**src/rtl/axi_add_pkg.sv**
```systemverilog
`default_nettype none
// ============================================================================
//  Module   : axi_add_pkg
//  Purpose  : Shared definitions for the summing-accumulator self-test path:
//             controller state encoding, 7-segment digit patterns (common with
//             the accumulator's encoder) and the running-sum width helper.
//  Ports    : none (package)
//  Revision : 1.0 - initial release
// ============================================================================
package axi_add_pkg;

  typedef enum logic [1:0] {
    IDLE     = 2'd0,
    SEND     = 2'd1,
    WAIT_RES = 2'd2,
    CHECK    = 2'd3
  } state_t;

  // Segment order a..g maps to bit6..bit0; index is the digit value.
  localparam logic [0:9][6:0] SEG_DIGIT = {
    7'b1111110, 7'b0110000, 7'b1101101, 7'b1111001, 7'b0110011,
    7'b1011011, 7'b1011111, 7'b1110000, 7'b1111111, 7'b1111011
  };
  localparam logic [6:0] SEG_DASH      = 7'b0000001;
  localparam logic [3:0] DIGIT_ILLEGAL = 4'hF;

  // Wide enough for num_count operands of all-ones without overflow.
  function automatic int sum_width(input int width, input int num_count);
    return width + $clog2(num_count);
  endfunction

endpackage
`default_nettype wire

```
**src/rtl/axi_add_source_if.sv**
```systemverilog
`default_nettype none
// ============================================================================
//  Module   : axi_add_source_if
//  Purpose  : Operand stream (valid/ready) plus 7-segment result return path
//             between the self-test source and the accumulator.
//  Ports    : m_valid/m_ready/m_data  operand stream, source -> accumulator
//             res_valid/res_ready     result handshake, accumulator -> source
//             res_ones/res_tens       segment patterns a..g (bit6..bit0)
//  Modports : master (self-test source), slave (accumulator side)
//  Revision : 1.0 - initial release
// ============================================================================
interface axi_add_source_if #(
  parameter int WIDTH = 4
);
  logic             m_valid;
  logic             m_ready;
  logic [WIDTH-1:0] m_data;
  logic             res_valid;
  logic             res_ready;
  logic [6:0]       res_ones;
  logic [6:0]       res_tens;

  modport master (
    output m_valid, m_data, res_ready,
    input  m_ready, res_valid, res_ones, res_tens
  );

  modport slave (
    input  m_valid, m_data, res_ready,
    output m_ready, res_valid, res_ones, res_tens
  );
endinterface
`default_nettype wire

```
**src/rtl/seg7_decode.sv**
```systemverilog
`default_nettype none
// ============================================================================
//  Module   : seg7_decode
//  Purpose  : Combinational 7-segment pattern to digit decoder. Any pattern
//             that is not exactly one of the ten digit glyphs (dash included)
//             decodes to 4'hF.
//  Ports    : pattern in  7  segments a..g (bit6..bit0)
//             digit   out 4  0..9, or 4'hF when illegal
//  Revision : 1.0 - initial release
// ============================================================================
module seg7_decode
  import axi_add_pkg::*;
(
  input  logic [6:0] pattern,
  output logic [3:0] digit
);

  always_comb begin
    digit = DIGIT_ILLEGAL;
    for (int i = 0; i < 10; i++) begin
      if (pattern == SEG_DIGIT[i]) digit = 4'(i);
    end
  end

endmodule
`default_nettype wire

```
**src/rtl/axi_add_source.sv**
```systemverilog
`default_nettype none
// ============================================================================
//  Module   : axi_add_source
//  Purpose  : Self-test driver for the summing accumulator. On start sends
//             NUM_COUNT operands (BASE, BASE+STEP, ... mod 2**WIDTH) while
//             keeping a local sum, then accepts the accumulator's two-digit
//             7-segment result and reports whether it matches.
//  Ports    : clk      in   clock, rising edge
//             reset    in   asynchronous, active-low reset
//             start    in   frame request, sampled only when idle
//             bus      if   master modport: operand stream + result return
//             busy     out  high whenever not idle
//             done     out  one-cycle pulse when a check completes
//             match    out  check result, valid with done, held until next
//             exp_sum  out  local sum of the last frame
//             timeout  out  result wait expired (held with match)
//  Macro    : ADD_SRC_TIMEOUT_EN - enables the TIMEOUT_CYC result-wait limit;
//             without it the result wait is unbounded and timeout stays 0.
//  Revision : 1.0 - initial release
// ============================================================================
module axi_add_source
  import axi_add_pkg::*;
#(
  parameter int WIDTH       = 4,
  parameter int NUM_COUNT   = 8,
  parameter int BASE        = 1,
  parameter int STEP        = 1,
  parameter int TIMEOUT_CYC = 255
) (
  input  logic                                    clk,
  input  logic                                    reset,
  input  logic                                    start,
  axi_add_source_if.master                        bus,
  output logic                                    busy,
  output logic                                    done,
  output logic                                    match,
  output logic [sum_width(WIDTH, NUM_COUNT)-1:0]  exp_sum,
  output logic                                    timeout
);

  localparam int SUM_W = sum_width(WIDTH, NUM_COUNT);
  localparam int CNT_W = $clog2(NUM_COUNT);
  localparam logic [CNT_W-1:0] LAST = CNT_W'(NUM_COUNT - 1);

  state_t           state, state_next;
  logic [CNT_W-1:0] count;
  logic [WIDTH-1:0] data;
  logic [SUM_W-1:0] sum;
  logic [3:0]       ones_dec, tens_dec, ones_q, tens_q;
  logic [3:0]       ones_exp, tens_exp;
  logic             match_q, timeout_q, match_calc;
  logic             send_hs, last_hs, res_hs, wait_expired;

  seg7_decode u_ones (.pattern(bus.res_ones), .digit(ones_dec));
  seg7_decode u_tens (.pattern(bus.res_tens), .digit(tens_dec));

  assign send_hs = (state == SEND) && bus.m_ready;
  assign last_hs = send_hs && (count == LAST);
  assign res_hs  = (state == WAIT_RES) && bus.res_valid;

`ifdef ADD_SRC_TIMEOUT_EN
  localparam int TO_W = $clog2(TIMEOUT_CYC + 1);
  logic [TO_W-1:0] wait_cnt;

  // Counts cycles spent in WAIT_RES; restarts on every entry.
  always_ff @(posedge clk or negedge reset) begin
    if (!reset)                 wait_cnt <= '0;
    else if (state != WAIT_RES) wait_cnt <= '0;
    else                        wait_cnt <= wait_cnt + 1'b1;
  end

  // A result handshake in the same cycle takes priority over expiry.
  assign wait_expired = (state == WAIT_RES) && !bus.res_valid &&
                        (wait_cnt == TO_W'(TIMEOUT_CYC - 1));
`else
  assign wait_expired = 1'b0;
`endif

  always_ff @(posedge clk or negedge reset) begin
    if (!reset) state <= IDLE;
    else        state <= state_next;
  end

  always_comb begin
    state_next    = state;
    bus.m_valid   = 1'b0;
    bus.res_ready = 1'b0;
    busy          = 1'b1;
    done          = 1'b0;
    case (state)
      IDLE: begin
        busy = 1'b0;
        if (start) state_next = SEND;
      end
      SEND: begin
        bus.m_valid = 1'b1;
        if (last_hs) state_next = WAIT_RES;
      end
      WAIT_RES: begin
        bus.res_ready = 1'b1;
        if (res_hs || wait_expired) state_next = CHECK;
      end
      CHECK: begin
        done       = 1'b1;
        state_next = IDLE;
      end
      default: state_next = IDLE;
    endcase
  end

  always_ff @(posedge clk or negedge reset) begin
    if (!reset) begin
      data      <= '0;
      count     <= '0;
      sum       <= '0;
      ones_q    <= '0;
      tens_q    <= '0;
      match_q   <= 1'b0;
      timeout_q <= 1'b0;
    end else begin
      if ((state == IDLE) && start) begin
        data      <= WIDTH'(BASE);
        count     <= '0;
        sum       <= '0;
        timeout_q <= 1'b0;
      end
      // Operand advances on every accepted beat, wrapping naturally at WIDTH.
      if (send_hs) begin
        sum   <= sum + SUM_W'(data);
        count <= count + 1'b1;
        data  <= data + WIDTH'(STEP);
      end
      if (res_hs) begin
        ones_q <= ones_dec;
        tens_q <= tens_dec;
      end else if (wait_expired) begin
        timeout_q <= 1'b1;
      end
      if (state == CHECK) match_q <= match_calc;
    end
  end

  assign ones_exp = 4'(sum % 10);
  assign tens_exp = 4'((sum % 100) / 10);

  // Digits captured on a previous frame are stale after a timeout, so the
  // timeout flag must veto the comparison.
  assign match_calc = !timeout_q &&
                      (ones_q != DIGIT_ILLEGAL) && (tens_q != DIGIT_ILLEGAL) &&
                      (ones_q == ones_exp) && (tens_q == tens_exp);

  assign match      = done ? match_calc : match_q;
  assign bus.m_data = data;
  assign exp_sum    = sum;
  // Without the timeout feature timeout_q can never be set and reduces to 0.
  assign timeout    = timeout_q;

endmodule
`default_nettype wire
```
**src/flat_wrapper.sv**
```systemverilog
// flat-port wrapper written by rule: the top's interface ports become plain ports
module axi_add_source_flat import axi_add_pkg::*;
#(
  parameter int WIDTH       = 4,
  parameter int NUM_COUNT   = 8,
  parameter int BASE        = 1,
  parameter int STEP        = 1,
  parameter int TIMEOUT_CYC = 255
)
  (clk, reset, start, busy, done, match, exp_sum, timeout, bus_m_valid, bus_m_data, bus_res_ready, bus_m_ready, bus_res_valid, bus_res_ones, bus_res_tens);
  axi_add_source_if #(.WIDTH(WIDTH)) bus_i ();
  input  logic clk;
  input  logic reset;
  input  logic start;
  output logic busy;
  output logic done;
  output logic match;
  output logic [sum_width(WIDTH, NUM_COUNT)-1:0] exp_sum;
  output logic timeout;
  output wire logic [$bits(bus_i.m_valid)-1:0] bus_m_valid;
  output wire logic [$bits(bus_i.m_data)-1:0] bus_m_data;
  output wire logic [$bits(bus_i.res_ready)-1:0] bus_res_ready;
  input wire logic [$bits(bus_i.m_ready)-1:0] bus_m_ready;
  input wire logic [$bits(bus_i.res_valid)-1:0] bus_res_valid;
  input wire logic [$bits(bus_i.res_ones)-1:0] bus_res_ones;
  input wire logic [$bits(bus_i.res_tens)-1:0] bus_res_tens;
  assign bus_m_valid = bus_i.m_valid;
  assign bus_m_data = bus_i.m_data;
  assign bus_res_ready = bus_i.res_ready;
  assign bus_i.m_ready = bus_m_ready;
  assign bus_i.res_valid = bus_res_valid;
  assign bus_i.res_ones = bus_res_ones;
  assign bus_i.res_tens = bus_res_tens;
  axi_add_source #(.WIDTH(WIDTH), .NUM_COUNT(NUM_COUNT), .BASE(BASE), .STEP(STEP), .TIMEOUT_CYC(TIMEOUT_CYC)) u_core (.clk(clk), .reset(reset), .start(start), .bus(bus_i), .busy(busy), .done(done), .match(match), .exp_sum(exp_sum), .timeout(timeout));
endmodule
```
**config.mk**
```make
export PLATFORM = sky130hd
export DESIGN_NAME = axi_add_source_flat
export DESIGN_NICKNAME = d
export VERILOG_FILES = /design/src/rtl/axi_add_pkg.sv /design/src/rtl/axi_add_source_if.sv /design/src/rtl/seg7_decode.sv /design/src/rtl/axi_add_source.sv /design/src/flat_wrapper.sv
export SDC_FILE = /design/constraint.sdc
export NUM_CORES = 1
export LEC_CHECK = 0
export BUFFER_PORTS_ARGS = -buffer_cell sky130_fd_sc_hd__buf_4
export CAP_MARGIN = 20
export CORE_AREA = 2 2 84 86
export DETAILED_ROUTE_END_ITERATION = 6
export DIE_AREA = 0 0 86 88
export PLACE_DENSITY_LB_ADDON = 0.08
export SYNTH_ARGS = -nofsm -noshare
export SYNTH_HDL_FRONTEND = slang
export SYNTH_HIERARCHICAL = 1
export SYNTH_SLANG_ARGS = --single-unit
export TNS_END_PERCENT = 1
```
**constraint.sdc**
```tcl
create_clock -name clk -period 5.1 [get_ports clk]
set_input_delay 1.02 -clock clk [delete_from_list [all_inputs] [get_ports clk]]
set_output_delay 1.02 -clock clk [all_outputs]
set_load 0.005 [all_outputs]
```
; Word-level counts from Yosys, hierarchy flattened
; Cells that the tools add are included.
[classes]
n_addsub = 3
div = 3
n_eq_ne = 31
muxes = 35
reduce_logical = 10
[ops]
columns = cell, count
row1 = "7-bit == test, second input constant", 16
row2 = 4-bit two-way mux, 22
row3 = "32-bit by 4-bit divider with 32-bit output, second input constant", 1
row4 = "7-bit by 4-bit remainder unit with 32-bit output, second input constant", 1
row5 = "7-bit by 7-bit remainder unit with 32-bit output, second input constant", 1
row6 = "7-bit by 6-bit == test with 1-bit output, second input constant", 4
row7 = 7-bit two-way mux, 2
row8 = 4-bit == test, 2
row9 = "4-bit inequality test, second input constant", 2
row10 = 2-bit one-hot mux with 4 select lines, 1
row11 = 7-bit by 4-bit adder with 7-bit output, 1
row12 = 1-bit logical AND, 7
row13 = 2-bit two-way mux, 3
row14 = 3-bit two-way mux, 2
row15 = 1-bit two-way mux, 5
row16 = "4-bit by 1-bit adder with 4-bit output, second input constant", 1
row17 = "2-bit == test, second input constant", 2
row18 = "2-bit by 1-bit inequality test with 1-bit output, second input constant", 2
row19 = "3-bit by 1-bit adder with 3-bit output, second input constant", 1
row20 = "3-bit == test, second input constant", 1
row21 = 3-bit AND reduction, 1
row22 = "2-bit by 1-bit == test with 1-bit output, second input constant", 1
row23 = 2-bit zero test, 1
row24 = "2-bit inequality test, second input constant", 1
row25 = 2-bit nonzero test, 1
[totals]
regBits = 25
in_bits = 19
output_inout_bits = 17

; Logic depth before layout (Yosys ltp)
[depth]
ltp_word = 11
depth_mapped = 17

; Cells and area by module
; The synthesis kept the hierarchy.
[by_module_without_submodules]
columns = module, instances, cells_each, area_per_inst_um2, seq_area_each_um2
row1 = axi_add_source, 1, 322, 2722.6, 625.6
row2 = seg7_decode, 2, 34, 246.5, 0.0

; Worst setup path before layout
; Ideal clock, no wire load.
[synth_path]
kind = flip-flop to output port
start = register u_core.sum[4], in the netlist u_core/exp_sum[4]
end = output port match
arrival_time_ps = 3689
slack_ps = 391
path_stages_with_launch = 17
path_cell_list = dfrtp_1 > buf_4 > inv_1 > ha_1 > a21o_1 > ha_1 > clkbuf_2 > o311a_1 > a211oi_1 > a311oi_2 > and2_1 > buf_6 > or3_1 > a21oi_1 > nor4_2 > xnor2_1 > o41ai_2
[synth_via]
elab_chain_cells = 5
elab_cells_between_ends = 8
[synth_lines]
columns = element, line
row1 = from (decl), axi_add_source.sv:48  ; logic [SUM_W-1:0] sum;
row2 = from (signal assigned), axi_add_source.sv:129  ; sum <= sum + SUM_W'(data);
row3 = 7-bit by 7-bit remainder unit with 32-bit output or 7-bit by 4-bit remainder unit with 32-bit output (tied branches), "axi_add_source.sv:144, axi_add_source.sv:143"
row4 = 32-bit by 4-bit divider with 32-bit output or 4-bit == test (tied branches), "axi_add_source.sv:144, axi_add_source.sv:150"
row5 = 4-bit == test or 1-bit logical AND (tied branches), "axi_add_source.sv:150, axi_add_source.sv:149"
row6 = 1-bit logical AND (*), axi_add_source.sv:150  ; (ones_q == ones_exp) && (tens_q == tens_exp);
row7 = 1-bit two-way mux (*), axi_add_source.sv:152  ; assign match = done ? match_calc : match_q;
row8 = to (decl), flat_wrapper.sv:17  ; output logic match;
; Every way passes the cells marked *; elsewhere a longest branch is shown, timed or not.

; Final worst setup path
[layout_path]
start = register u_core.sum[2], in the netlist u_core/exp_sum[2]
end = output port match
; The elaborated chain is that of the path after synthesis.

==> impl_metrics.toml <==
[yosys]
async_reset_ff_frac = 1.00
fraction_of_post_synthesis_cell_area_in_the_top_cell_type_by_area = 0.195
postSynthCellCount = 390
synth-seq-cells = 25
yosys-top-cells-area = "sky130_fd_sc_hd__dfrtp_1, sky130_fd_sc_hd__ha_1, sky130_fd_sc_hd__a21oi_1"
ys.flop_type = "sky130_fd_sc_hd__dfrtp_1"
syn_avg_cell_area_sq_um = 8.25
post_synth_num_cell_types = 77
synth_sequential_area_ratio = 0.195
synth_most_common_cell = "sky130_fd_sc_hd__nand2_1"
mappedNetlistNets = 429
synth.cell_area_sq_mm = 0.00322
netlist.top_cell.by_area = "sky130_fd_sc_hd__dfrtp_1"
synth_enable_flop_cells = 0
ys_warn_count = 6
post_synth_most_frequent_cells = "sky130_fd_sc_hd__nand2_1, sky130_fd_sc_hd__a21oi_1, sky130_fd_sc_hd__dfrtp_1"

[setup_path]
crit_path_start_kind = "flip-flop"
setup.worst_path.end_class = "output port"
critPathMaxFanout = 9
required_ns = 4.08
path_class = "flip-flop to output port"
worst-endpoint-arrival_ns = 3.87

[detailed_routing]
route.detailed.vias_per_inst = 6.33
total_length_of_routed_wires_um = 7960
drc = 0
vias = 3141
drtIter0Drc = 128
wl_per_cell_um = 16.1
detailedRoute.firstPassIterationCount = 5
ant_nets = 0

[global_route]
grt.total_usage = 0.213
grt_pass1_vias = 2870
grt_pass1_wl_um = 13500
initial_antenna_violation_count = 0
gr-total-overflow = 0
grt_max_degree = 32

[run]
cap_violations = 0

[clock_tree]
cts_root_buffer = "sky130_fd_sc_hd__clkbuf_8"
cts_hold_buf = 0
cts-buffers-inserted = 3
cts_setup_buffers = 0
cts.reportedPaths.clkPinSlew_ns = 0.09
cts-htree-levels = 1
clk-insertion-delay-late_ns = 0.26
clk_path_buf_depth = 2
cts_tree = "done"
clock_sink_count = 25

[sta]
maxSlewViolCount = 0
fmax_mhz = 205
finalSetupViolCount = 0
layout_min_cycle_time_ns = 4.89
post-route-period-util = 0.958
worst_slew_margin_rel = 0.524
tightestPinTransition_ns = 0.714
hold_slack_ns = 0.503
clock_tree_skew_after_final_layout_ns = 0.00409
final_hold_viol_count = 0

[place]
gp_congestion = 0.835
post-place-cells = 492
detailedPlacementHpwl_um = 5870
port-buffer-count = 34

[power]
cellPowerDensity_mw_per_mm2 = 256
ir_worst_vdd_v = 0.000207
leakage_nw = 1.48

[die]
dieArea_sq_mm = 0.00757
design.portCount = 36
initial_utilization = 0.484
core-area_sq_mm = 0.00664
core.rowCount = 30
die_x_extent_um = 86
floorplan.die.height_um = 88

[cells_and_area]
num_antenna_cells = 0
final-instance-count-excl-fill = 496
flow.area_growth_from_synthesis_pct = 14.1
drive_gt1_frac = 0.238
layout.nets = 456

[status]
run_status = "complete, no violations"

[hold_path]
hold_path_class = "flip-flop to flip-flop"
[final cells by class]
type / count / area [sq um]
inverter: 14 / 52.6
clock buffer: 4 / 45.0
tap: 80 / 100
fill: 650 / 2970
sequential: 25 / 627
timing repair buffer: 50 / 379
multi-input combinational: 323 / 2470
[stage by stage]
step	total power, mW	setup slack [ns]	instance area [sq um]	utilization	TNS (ns)
after floorplan	0.661	0.391	3220	-	0
after global placement	0.810	0.350	3520	0.530	0
after detailed placement	0.820	0.227	3520	0.530	0
after CTS	0.938	0.0195	3570	0.537	0
after global routing	1.03	-0.0181	3670	0.552	-0.0181
final	0.939	0.215	3670	0.552	0
[power breakdown]
group | total (mW) | internal (mW) | leakage, nW | switching, mW
clock | 0.116 | 0.0558 | 0.0228 | 0.0599
combinational | 0.507 | 0.228 | 1.16 | 0.279
sequential | 0.317 | 0.253 | 0.296 | 0.0634
[cells by family after synthesis]
logic type                 after synthesis  synth area share
and+or+nand+nor                        148             0.267
buffers and inverters                   42            0.0696
DFF                                     25             0.195
adders and majority gates               24            0.0926
AOI/OAI and AO/OA                      117             0.268
muxes                                   14            0.0467
other                                    1           0.00117
xor gates and xnor gates                19            0.0599
[metal layers]
metal / vias up / share of wire / track usage
met3: 12 / 0.038 / 0.0189
li1: 1527 / - / -
met2: 91 / 0.49 / 0.358
met4: 0 / 0.018 / 0.0620
met1: 1511 / 0.45 / 0.293
met5: - / 0 / 0
[cell usage in the layout (no fill, tap or decap), types with 11 or more instances in the layout]
| cell type | count |
|---|---|
| sky130_fd_sc_hd__a21oi_1 | 27 |
| sky130_fd_sc_hd__ha_1 | 18 |
| sky130_fd_sc_hd__nor2_1 | 17 |
| sky130_fd_sc_hd__nand3_1 | 18 |
| sky130_fd_sc_hd__inv_1 | 13 |
| sky130_fd_sc_hd__nand2_1 | 33 |
| sky130_fd_sc_hd__xnor2_1 | 11 |
| sky130_fd_sc_hd__dfrtp_1 | 24 |
| sky130_fd_sc_hd__buf_4 | 49 |
| sky130_fd_sc_hd__o21ai_0 | 20 |
[timing repair]
item,in CTS,in global routing
endpoints found under the setup margin,1,1
gates resized for setup,2,17
pin swaps,0,3
[critical path, cell delays in order, from the launching register on]
cell and delay [ns]:
sky130_fd_sc_hd__dfrtp_1 0.38, sky130_fd_sc_hd__or2_1 0.30, sky130_fd_sc_hd__a21o_1 0.26, sky130_fd_sc_hd__ha_4 0.34, sky130_fd_sc_hd__nand2b_1 0.17, sky130_fd_sc_hd__o311a_4 0.24
sky130_fd_sc_hd__xnor2_1 0.09, sky130_fd_sc_hd__a311oi_2 0.36, sky130_fd_sc_hd__and2_4 0.25, sky130_fd_sc_hd__mux2i_1 0.18, sky130_fd_sc_hd__o2111ai_1 0.14, sky130_fd_sc_hd__nor4_2 0.18
sky130_fd_sc_hd__xnor2_1 0.14, sky130_fd_sc_hd__o41ai_4 0.39, sky130_fd_sc_hd__buf_4 0.17
[path summary, 6_finish.rpt]
path                                    from                 to  slack, ns  cells after the start
max                        u_core/exp_sum[2]              match       0.21                     14
min                          u_core/count[0]    u_core/count[0]       0.50                      1
max reg2reg                u_core/exp_sum[2]     u_core/match_q       1.56                     13
min reg2reg                  u_core/count[0]    u_core/count[0]       0.50                      1
max in group asynchronous              reset  u_core/exp_sum[6]       4.19                      1
min in group asynchronous              reset    u_core/state[0]       0.64                      1
[flip-flops by register name, indices dropped and copies added (netlist names)]
register	flops
u_core/exp_sum	7
u_core/tens_q	4
u_core/ones_q	4
u_core/count	3
u_core/match_q	1
u_core/bus.m_data	4
u_core/state	2
(Power assumes the default switching activity.)
